<file path="config.mk">
export PLATFORM = sky130hd
export DESIGN_NAME = nibble_word_assembler
export DESIGN_NICKNAME = d
export VERILOG_FILES = /design/src/rtl/assembler_pkg.sv /design/src/rtl/rise_edge_detect.sv /design/src/rtl/nibble_word_assembler.sv
export SDC_FILE = /design/constraint.sdc
export NUM_CORES = 1
export LEC_CHECK = 0
export CELL_PAD_IN_SITES_DETAIL_PLACEMENT = 0
export CELL_PAD_IN_SITES_GLOBAL_PLACEMENT = 2
export CORE_AREA = 2 2 63 65
export CTS_CLUSTER_DIAMETER = 30
export DETAILED_ROUTE_END_ITERATION = 7
export DIE_AREA = 0 0 65 67
export PLACE_DENSITY_LB_ADDON = 0.1
export REMOVE_ABC_BUFFERS = 1
export SETUP_SLACK_MARGIN = 0.5
export SLEW_MARGIN = 20
export SYNTH_ARGS = -nofsm -noshare
export SYNTH_HDL_FRONTEND = slang
export SYNTH_SLANG_ARGS = --single-unit
</file>
<file path="constraint.sdc">
create_clock -name clk -period 4.82 [get_ports clk]
set_clock_uncertainty 0.15 [all_clocks]
set_input_delay 0.964 -clock clk [delete_from_list [all_inputs] [get_ports clk]]
set_output_delay 0.964 -clock clk [all_outputs]
set_load 0.02 [all_outputs]
</file>
<file path="src/rtl/assembler_pkg.sv">
// Shared definitions for the nibble entry path and the register-file write stage.
package assembler_pkg;

  localparam int NIBBLE_W      = 4;
  localparam int DEFAULT_WIDTH = 16;

  typedef enum logic {
    COLLECT = 1'b0,
    HOLD    = 1'b1
  } asm_state_t;

endpackage

</file>
<file path="src/rtl/rise_edge_detect.sv">
// One-cycle pulse on a rising level; combinational output, one register of history.
// A level already high at reset release produces no pulse until it falls and rises.
module rise_edge_detect (
  input  logic clk,
  input  logic reset,
  input  logic level_in,
  output logic edge_out
);

  logic level_q;

  always_ff @(posedge clk or posedge reset) begin
    if (reset) level_q <= 1'b0;
    else       level_q <= level_in;
  end

  assign edge_out = level_in & ~level_q;

endmodule

</file>
<file path="src/rtl/nibble_word_assembler.sv">
// Shifts one nibble per enter press into a WIDTH-bit word, then offers it with valid/ready.
// word_valid rises one cycle after the last commit and holds until wr_ready; presses while held set overrun.
module nibble_word_assembler
  import assembler_pkg::*;
#(
  parameter  int WIDTH   = DEFAULT_WIDTH,
  localparam int NIBBLES = WIDTH / NIBBLE_W,
  localparam int CNT_W   = $clog2(NIBBLES + 1)
) (
  input  logic             clk,
  input  logic             reset,
  input  logic [3:0]       nibble_in,
  input  logic             enter,
  input  logic             clear,
  input  logic             wr_ready,
  output logic [WIDTH-1:0] word_out,
  output logic             word_valid,
  output logic [CNT_W-1:0] nibble_count,
  output logic             overrun
);

  asm_state_t state;
  logic       enter_edge;

  rise_edge_detect u_enter_edge (
    .clk      (clk),
    .reset    (reset),
    .level_in (enter),
    .edge_out (enter_edge)
  );

  // clear outranks a simultaneous transfer or enter edge; the edge detector keeps tracking.
  always_ff @(posedge clk or posedge reset) begin
    if (reset) begin
      state        <= COLLECT;
      word_out     <= '0;
      word_valid   <= 1'b0;
      nibble_count <= '0;
      overrun      <= 1'b0;
    end else if (clear) begin
      state        <= COLLECT;
      word_out     <= '0;
      word_valid   <= 1'b0;
      nibble_count <= '0;
      overrun      <= 1'b0;
    end else begin
      case (state)
        COLLECT: begin
          if (enter_edge) begin
            word_out     <= {word_out[WIDTH-NIBBLE_W-1:0], nibble_in};
            nibble_count <= nibble_count + CNT_W'(1);
            if (nibble_count == CNT_W'(NIBBLES - 1)) begin
              state      <= HOLD;
              word_valid <= 1'b1;
            end
          end
        end
        HOLD: begin
          if (enter_edge) overrun <= 1'b1;
          if (wr_ready) begin
            state        <= COLLECT;
            word_out     <= '0;
            word_valid   <= 1'b0;
            nibble_count <= '0;
          end
        end
      endcase
    end
  end

endmodule

</file>
==> results of run 1 <==
sequential cells by signal, indices dropped and copies added (netlist names):
signal and count:
word_out 16, overrun 1, u_enter_edge.level_q 1, nibble_count 3
state 1, word_valid 1
power by group through the flow:
stage,registers (mW),logic (mW),clock network (mW)
CTS,0.200,0.0414,0.132
global placement,0.204,0.0410,0
detailed placement,0.204,0.0412,0
finish,0.200,0.0402,0.125
global route,0.201,0.0447,0.140
floorplan,0.207,0.0170,0
cell usage after synthesis, types with 2 or more instances:
library cell	instances
a21oi_1	2
buf_2	3
buf_6	4
dfrtp_1	23
ha_1	2
inv_1	3
nand2_1	19
nand3_1	17
nand3_2	2
o21ai_0	6
o21ai_1	3
o21ai_2	8
o41ai_2	2
metrics by stage:
step | power [mW] | hold slack (ns) | std cells
2_1_floorplan | 0.224 | 0.402 | 94
3_3_place_gp | 0.245 | 0.334 | 171
3_5_place_dp | 0.245 | 0.344 | 171
4_1_cts | 0.373 | 0.367 | 175
5_1_grt | 0.386 | 0.394 | 175
6_report | 0.365 | 0.360 | 175
how the worst max path moves through the flow:
stage / startpoint / to / slack, ns / cells past startpoint
3_5_place_dp: clear / word_out[3] / 2.01 / 4
4_1_cts: clear / word_out[4] / 2.29 / 4
3_3_place_gp: clear / word_out[4] / 2.02 / 4
6_report: clear / word_out[4] / 2.31 / 4
2_1_floorplan: enter / word_out[0] / 2.83 / 3
5_1_grt: clear / word_out[4] / 2.16 / 4
layer usage:
metal / global-route usage / vias up / routed length [µm]
li1: - / 402 / -
met1: 0.139 / 371 / 1010
met2: 0.192 / 20 / 1030
met3: 0.0389 / 2 / 114
met4: 0.0319 / 0 / 18
met5: 0 / - / 0
final cells by class:
class	instances	area share
Inverter	3	0.00806
Clock inverter	1	0.00538
Clock buffer	3	0.0296
Tap cell	48	0.0430
Sequential cell	23	0.412
Multi-Input combinational cell	68	0.294
Timing Repair Buffer	29	0.208
worst register-to-register path, delay by kind of cell (launching register included):
kind	cells	cell delay (ns)
compound gates	2	0.89
flops	1	0.50
simple gates	1	0.19
cells by family (layout without fill, tap and decap cells):
logic type / Yosys count / after routing
AOI/OAI and AO/OA: 23 / 23
buffers and inverters: 11 / 36
DFF: 23 / 23
adders and majority gates: 2 / 2
and+or+nand+nor: 43 / 43
==> results by group, run 1 <==
Setup path
  • Beginning of the worst register-to-register path: state
  • Reg-to-Reg End: word_out[4]
  • Endpoint class of the critical path: flop
  • Critical Path Slowest Stage Cell: a21oi_2
  • Longest individual stage delay on the worst path: 0.76 ns
  • Worst-path maximum fanout: 19
  • Worst-case register-to-register setup slack: 3.03 ns
  • Setup crit start kind: input pin
  • Critical path data required time: 4.87 ns
  • Worst-path cell chain: clkdlybuf4s50_1 -> a21oi_2 -> nand3_1 -> o21ai_2
  • Arrival time reported for the critical path endpoint: 2.55 ns
  • Number of cells on the worst reg-to-reg path: 3
  • Type of the setup path with the least slack: in2reg
  • Cell family with the largest share of critical-path delay: compound AO/OA/AOI/OAI gates
  • Worst path bufs/invs: 1

Synthesis
  • Number of flops mapped to enable cells by yosys: 0
  • Main combinational cell family by area after synthesis: simple AND/OR/NAND/NOR gates
  • Cell count after synthesis: 102
  • Cell type with the largest total area after synthesis: dfrtp_1
  • Portion of the post-synthesis area used by sequential elements: 0.542
  • Number of distinct library cells after synthesis: 21
  • Leading cell types by total area after synthesis: dfrtp_1, nand3_1, nand2_1, o21ai_2, buf_6
  • Number of synthesized register bits: 23
  • Post-synthesis xor/xnor area fraction: 0
  • Synthesized area: 1060 µm²
  • Main flop type after synthesis: dfrtp_1
  • Mux share of post-synthesis cell area: 0
  • Share of the synthesized area in the top cell type: 0.542
  • Count of yosys warnings during synthesis: 0
  • Adder and majority cell fraction of the synthesized area: 0.0236
  • Share of flip-flops with an asynchronous set or reset: 1.00
  • Synthesized-area fraction occupied by ao, oa, aoi and oai cells: 0.163
  • Avg Inst Size Synth: 10.4 µm²
  • Area share of and/or/nand/nor cells after synthesis: 0.200

Power and ir drop
  • P_sw: 0.0941 mW
  • Portion of total power attributed to combinational logic: 0.110
  • Leakage power: 0.564 nW
  • Portion of total power attributed to the clock network: 0.342
  • Relative contribution of sequential cells to total power: 0.548
  • Cell internal power dissipation: about 0.27 mW
  • Net switching fraction of the power: 0.258
  • Worst voltage drop across the vdd grid: 0.141 mV
  • Power density relative to cell area: 261 nW/µm²

Floorplan
  • Die area: 4360 µm²
  • Initial Utilization: 0.294
  • Die width: 65 µm
  • Core Box Area: 3610 µm²
  • Num ports: 30
  • Die height: 67 µm
  • Number of placement rows: 22

Finish
  • Share of cells above drive strength 1: 0.150
  • Commonest non-fill, non-tap cell in the layout: clkdlybuf4s50_1
  • Area growth, synth to finish: 31.6%
  • Final cell area excluding filler cells: about 1400 µm²
  • Area of the multi-input gates: 410 µm²
  • Antenna Diode Count: 0
  • Final Core Density: 0.387
  • Sequential standard cell area: around 580 µm²
  • Top library cells by usage in the layout, fill and taps aside: clkdlybuf4s50_1, dfrtp_1, nand2_1
  • Number of filler instances in the final layout: 375
  • Net total in the final layout: 139

Drt
  • Antenna viol nets, final: 0
  • Average wire length per cell after detail routing: 12.4 µm
  • Wire length after detailed routing: 2.17 mm
  • First drt pass iteration count: 4
  • Via density per instance: ~4.5
  • Via count: just under 800
  • Residual DRC: 0
  • Violation count after the first detailed-route iteration: 49

Clocking
  • Clock tree from TritonCTS: done
  • Insertion delay to the later sink of the worst-skew pair: 0.27 ns
  • Number of buffers inserted by post-CTS setup repair: 0
  • Resized Gates After CTS: 0
  • Level count of the clock H-tree: 1
  • Root Driver: clkbuf_8
  • Register clock-pin slew on the reported worst setup and hold paths: 0.08 ns
  • Clock buffer count from CTS: 3
  • Hold buffers post-CTS: 0
  • Total clock sinks: 23
  • Max clock buf depth: 2

GRT
  • Overflow left after global routing: 0
  • Global routing usage summed across all routing layers: 0.114
  • First-pass GRT wire length: 3.80 mm
  • Largest net degree at the start of global routing: 39
  • Vias in the first global route: 791
  • Number of antenna violations at the first check in global routing: 0

Timing
  • RSZ-0062 raised after global routing: no
  • Count of endpoints failing setup in the final report: 0
  • Relative slew slack: 0.366
  • Maximum operating frequency: 399 MHz
  • Fin worst setup slack: 2.31 ns
  • Actual transition at the worst max-transition pin: 0.951 ns
  • Total negative slack for setup checks: 0 ns
  • Final critical-path required period: 2.51 ns
  • Total count of hold-check failures in the final report: 0
  • Part of the cycle the worst path needs: 0.521
  • Slew Limit Fails: 0

Worst hold path
  • Worst hold stages: 2
  • Worst Hold Path EP: overrun
  • Worst hold path class: reg2reg
  • Worst Hold Launch: overrun

Place
  • Routability congestion estimate from global placement: 0.689
  • Total of buffers placed on input and output ports: 29
  • Worst slack after detailed placement: 2.01 ns
  • Half-perimeter wire length of the detailed placement result: 1.38 mm
  • Placement Cell Area: 1350 µm²

Run status
  • Status: completed

Run
  • Max_cap viols: 0
Note: power is estimated with default switching activity, not from simulation.
==> run 2: changes to the inputs <==
CORE_AREA = 2 2 65 67   (was 2 2 63 65)
DIE_AREA = 0 0 67 69   (was 0 0 65 67)
clock period = 2.58 ns   (was 4.82 ns; I/O delays follow)
==> run 2 against run 1 <==
First-iteration DRC count rose by 43%. Sequential power grew 87%. Clock power rose by 78%. Sequential share of layout area down 0.65 points. Largest power group unchanged.
==> results by group, run 2 (synthesized netlist as in run 1, its figures left out) <==
Power and ir drop
  • Portion of total power attributed to the clock network: 0.329
  • Leakage power: slightly below 0.6 nW
  • Net switching fraction of the power: 0.247
  • Power density relative to cell area: 474 nW/µm²
  • Relative contribution of sequential cells to total power: 0.554
  • P_sw: 0.166 mW
  • Cell internal power dissipation: around 0.51 mW
  • Worst voltage drop across the vdd grid: 0.166 mV
  • Portion of total power attributed to combinational logic: 0.117

GRT
  • Global routing usage summed across all routing layers: 0.104
  • Vias in the first global route: about 750
  • Largest net degree at the start of global routing: 39
  • Number of antenna violations at the first check in global routing: 0
  • First-pass GRT wire length: 3.65 mm
  • Overflow left after global routing: 0

Clocking
  • Insertion delay to the later sink of the worst-skew pair: 0.26 ns
  • Clock tree from TritonCTS: done
  • Clock buffer count from CTS: 3
  • Max clock buf depth: 2
  • Register clock-pin slew on the reported worst setup and hold paths: roughly 0.08 ns
  • Resized Gates After CTS: 0
  • Number of buffers inserted by post-CTS setup repair: 0
  • Total clock sinks: 23
  • Root Driver: clkbuf_8
  • Hold buffers post-CTS: 0
  • Level count of the clock H-tree: 1

Timing
  • Total negative slack for setup checks: 0 ns
  • Count of endpoints failing setup in the final report: 0
  • Part of the cycle the worst path needs: 0.771
  • Total count of hold-check failures in the final report: 0
  • Actual transition at the worst max-transition pin: slightly below 0.5 ns
  • Slew Limit Fails: 0
  • Relative slew slack: 0.677
  • Final critical-path required period: 1.99 ns
  • RSZ-0062 raised after global routing: no
  • Maximum operating frequency: slightly above 500 MHz

Finish
  • Share of cells above drive strength 1: 0.169
  • Area growth, synth to finish: 33.7%
  • Largest register FFs: 16
  • Top library cells by usage in the layout, fill and taps aside: clkdlybuf4s50_1, dfrtp_1, nand2_1
  • Largest registers: word_out x16, nibble_count x3
  • Net total in the final layout: 142
  • Antenna Diode Count: 0
  • Final cell area excluding filler cells: 1420 µm²
  • Most flops, register: word_out
  • Commonest non-fill, non-tap cell in the layout: clkdlybuf4s50_1

Floorplan
  • Num ports: 30
  • Die area: 4620 µm²
  • Die height: 69 µm
  • Core Box Area: between 3000 and 4000 µm²
  • Die width: around 67 µm
  • Initial Utilization: 0.271
  • Number of placement rows: 23

Setup path
  • Arrival time reported for the critical path endpoint: 1.32 ns
  • Cell family with the largest share of critical-path delay: buffers and inverters
  • Setup crit start kind: flop
  • Worst-path maximum fanout: 4
  • Critical Path Slowest Stage Cell: clkdlybuf4s50_1
  • Worst path bufs/invs: 1
  • Type of the setup path with the least slack: reg2out
  • Worst-path cell chain: clkdlybuf4s50_1
  • Endpoint class of the critical path: output port
  • Critical path data required time: roughly 1.9 ns
  • Longest individual stage delay on the worst path: 0.63 ns

Run status
  • Status: completed

Place
  • Routability congestion estimate from global placement: 0.650
  • Total of buffers placed on input and output ports: 29
  • Placement Cell Area: 1370 µm²
  • Half-perimeter wire length of the detailed placement result: ~1.4 mm

Drt
  • Antenna viol nets, final: 0
  • Via density per instance: 4.39
  • Via count: 790
  • Residual DRC: 0
  • First drt pass iteration count: 4
  • Average wire length per cell after detail routing: between 10 and 15 µm
  • Wire length after detailed routing: 2.16 mm
  • Violation count after the first detailed-route iteration: 70

Worst hold path
  • Worst hold path class: reg2reg

Run
  • Max_cap viols: 0
run 2: changes by cell type in the layout (fill, tap and decap cells not counted):
cell        previous run  this run
buf_4                  0         3
clkinv_2               0         1
clkinvlp_4             1         0
run 2: power groups by stage:
| stage | Clock (mW) | Sequential (mW) | Combinational [mW] |
|---|---|---|---|
| 2_1_floorplan | 0 | 0.387 | 0.0317 |
| 3_3_place_gp | 0 | 0.380 | 0.0801 |
| 3_5_place_dp | 0 | 0.380 | 0.0801 |
| 4_1_cts | 0.239 | 0.373 | 0.0805 |
| 5_1_grt | 0.256 | 0.374 | 0.0872 |
| 6_report | 0.222 | 0.373 | 0.0786 |
run 2: worst paths after layout:
path	slack (ns)	start	cells past startpoint	to
hold reg to reg	0.36	overrun	2	overrun
setup / recovery	0.59	nibble_count[0]	1	nibble_count[0]
min in group asynchronous	0.44	reset	3	word_out[4]
setup reg to reg	0.89	state	3	word_out[14]
hold / removal	0.36	overrun	2	overrun
max in group asynchronous	1.61	reset	3	word_out[0]
run 2: layout make-up:
type	instances	area [µm²]
multi-input combinational	68	410
fill	415	2490
sequential	23	576
clock inverter	1	5.00
tap	50	62.6
timing repair buffer	32	313
clock buffer	3	41.3
inverter	3	11.3
run 2: layer usage:
metal  part of all wire  wire, µm  GRT usage  vias up
met4             0.0088        19     0.0544        0
met3              0.058       125     0.0261        2
li1                   -         -          -      406
met1               0.48      1030      0.140      365
met2               0.46       983      0.150       17
met5                  0         0          0        -
run 2: through the flow:
stage	hold WS [ns]	setup WS, ns	power [mW]	util	std cells
4_1_cts	0.369	0.566	0.693	0.363	180
3_3_place_gp	0.326	0.416	0.460	0.351	176
6_report	0.357	0.591	0.673	0.363	180
3_5_place_dp	0.348	0.395	0.460	0.351	176
5_1_grt	0.399	0.532	0.717	0.363	180
2_1_floorplan	0.368	1.04	0.419	-	94
==> run 3: changes to the inputs <==
clock period = 1.85 ns   (was 2.58 ns; I/O delays follow)
==> run 3 against run 2 <==
Final cell count is 16% higher. Worst hold slack worse by 0.14 ns. Largest cell class is now buffers. Sequential share of layout area is 8.5 points lower. Critical path depth is 3 higher.
==> results by group, run 3 (synthesized netlist as in run 1, its figures left out) <==
Floorplan
  • Die width: 67 µm
  • Num ports: 30
  • Initial Utilization: 0.271
  • Number of placement rows: 23
  • Core Box Area: 3910 µm²
  • Die area: 4620 µm²
  • Die height: between 60 and 70 µm

Finish
  • Share of cells above drive strength 1: 0.491
  • Largest register FFs: 16
  • Final Core Density: 0.459
  • Top library cells by usage in the layout, fill and taps aside: buf_4, dfrtp_1, nand2_1
  • Number of filler instances in the final layout: 417
  • Net total in the final layout: 171
  • Largest registers: word_out x16, nibble_count x3
  • Final standard cell count with taps included and fillers excluded: 209
  • Most flops, register: word_out
  • Antenna Diode Count: 0
  • Commonest non-fill, non-tap cell in the layout: buf_4
  • Area growth, synth to finish: 69.3%

Place
  • Cell Count Post-Placement: 180
  • Half-perimeter wire length of the detailed placement result: 1.56 mm
  • Total of buffers placed on input and output ports: 29
  • Routability congestion estimate from global placement: 0.659

Worst hold path
  • Worst hold path class: in2async

Drt
  • Violation count after the first detailed-route iteration: 46
  • Sum of met2 wire segment lengths after detailed routing: 1.36 mm
  • Uppermost routed layer: met4
  • Wire length after detailed routing: 2.84 mm
  • Average wire length per cell after detail routing: 13.6 µm
  • First drt pass iteration count: 4
  • Antenna viol nets, final: 0
  • Via density per instance: 4.48
  • DRT met1 WL: about 1.3 mm
  • Routed met3 length: 120 µm
  • Residual DRC: 0
  • Via count: roughly 940

Timing
  • Total negative slack for setup checks: 0 ns
  • Actual transition at the worst max-transition pin: 0.379 ns
  • Slew Limit Fails: 0
  • Maximum operating frequency: between 600 and 700 MHz
  • Final hold slack: between 0.2 and 0.25 ns
  • RSZ-0062 raised after global routing: yes
  • Part of the cycle the worst path needs: 0.805
  • Total count of hold-check failures in the final report: 0
  • Final critical-path required period: 1.49 ns
  • Count of endpoints failing setup in the final report: 0
  • Relative slew slack: 0.747

Setup path
  • Longest individual stage delay on the worst path: ~0.48 ns
  • Worst-case register-to-register setup slack: 0.36 ns
  • Cell family with the largest share of critical-path delay: simple AND/OR/NAND/NOR gates
  • Critical Path Slowest Stage Cell: or3b_4
  • Reg-to-Reg End: nibble_count[2]
  • Critical path data required time: 1.85 ns
  • Setup crit start kind: flop
  • Worst-path cell chain: or3b_4 -> clkbuf_16 -> nand3_2 -> o41ai_4
  • Number of cells on the worst reg-to-reg path: 4
  • Arrival time reported for the critical path endpoint: between 1 and 1.5 ns
  • Worst-path maximum fanout: 9
  • Type of the setup path with the least slack: reg2reg
  • Beginning of the worst register-to-register path: state
  • Endpoint class of the critical path: flop
  • Worst path bufs/invs: 1

Power and ir drop
  • Worst voltage drop across the vdd grid: 0.263 mV
  • Leakage power: 0.842 nW
  • Power density relative to cell area: approximately 560 nW/µm²
  • Portion of total power attributed to the clock network: 0.317
  • Net switching fraction of the power: 0.263
  • Post-route total power: approximately 1.0 mW
  • P_sw: between 0.2 and 0.3 mW
  • Portion of total power attributed to combinational logic: 0.170
  • Relative contribution of sequential cells to total power: 0.513
  • Cell internal power dissipation: ~0.75 mW

Clocking
  • Root Driver: clkbuf_8
  • Max clock buf depth: 2
  • Level count of the clock H-tree: 1
  • Clock tree from TritonCTS: done
  • Hold buffers post-CTS: 0
  • Total clock sinks: 23
  • Insertion delay to the later sink of the worst-skew pair: roughly 0.27 ns
  • Clock buffer count from CTS: 3
  • Register clock-pin slew on the reported worst setup and hold paths: approximately 0.090 ns

GRT
  • First-pass GRT wire length: around 4.4 mm
  • Vias in the first global route: 919
  • Number of antenna violations at the first check in global routing: 0
  • Largest net degree at the start of global routing: 20
  • Overflow left after global routing: 0
  • Global routing usage summed across all routing layers: 0.123

Run status
  • Status: completed

Run
  • Max_cap viols: 0
run 3: cell types whose count changed in the layout (fill, tap and decap cells not counted), moves of 3 or more:
cell / before / now
buf_4: 3 / 27
o21ai_1: 3 / 7
buf_6: 0 / 17
nand3_2: 2 / 5
o21ai_0: 6 / 2
nand3_1: 17 / 12
clkdlybuf4s50_1: 29 / 7
buf_12: 0 / 3
buf_2: 0 / 3
run 3: final cells by class:
| class | instances | area (µm²) | share of cell area |
|---|---|---|---|
| clock buffers | 3 | 41.3 | 0.0230 |
| clock inverters | 1 | 5.00 | 0.00279 |
| inverters | 3 | 11.3 | 0.00627 |
| multi-input cells | 68 | 475 | 0.265 |
| flip-flops and latches | 23 | 576 | 0.320 |
| well taps | 50 | 62.6 | 0.0348 |
| repair buffers | 61 | 626 | 0.348 |
run 3: worst max-delay path by stage:
stage / to / slack [ns] / cells after the start / startpoint
floorplan: word_out[0] / 0.31 / 3 / state
global placement: word_out[12] / -0.06 / 5 / enter
detailed placement: nibble_count[2] / -0.11 / 4 / enter
CTS: nibble_count[2] / 0.37 / 3 / u_enter_edge.level_q
global route: nibble_count[2] / 0.31 / 4 / state
finish: nibble_count[2] / 0.36 / 4 / state
run 3: power groups by stage:
stage,clock [mW],combinational (mW),sequential (mW)
finish,0.322,0.173,0.520
CTS,0.333,0.143,0.520
global route,0.354,0.187,0.522
floorplan,0,0.0442,0.540
detailed placement,0,0.128,0.531
global placement,0,0.127,0.530
run 3: timing repair:
item,CTS,global route
endpoints found under the setup margin,40,42
gates resized for setup,96,39
pin swaps,1,5
cloned,1,2
setup buffers,13,9
run 3: metal layers:
metal,global-route usage,vias up
met4,0.0544,0
met2,0.186,21
met3,0.0261,2
li1,-,466
met1,0.167,448
met5,0,-
run 3: through the flow:
| step | setup WS (ns) | instance area [µm²] |
|---|---|---|
| 2_1_floorplan | 0.306 | 997 |
| 3_3_place_gp | -0.0638 | 1440 |
| 3_5_place_dp | -0.113 | 1440 |
| 4_1_cts | 0.369 | 1540 |
| 5_1_grt | 0.313 | 1800 |
| 6_report | 0.361 | 1800 |
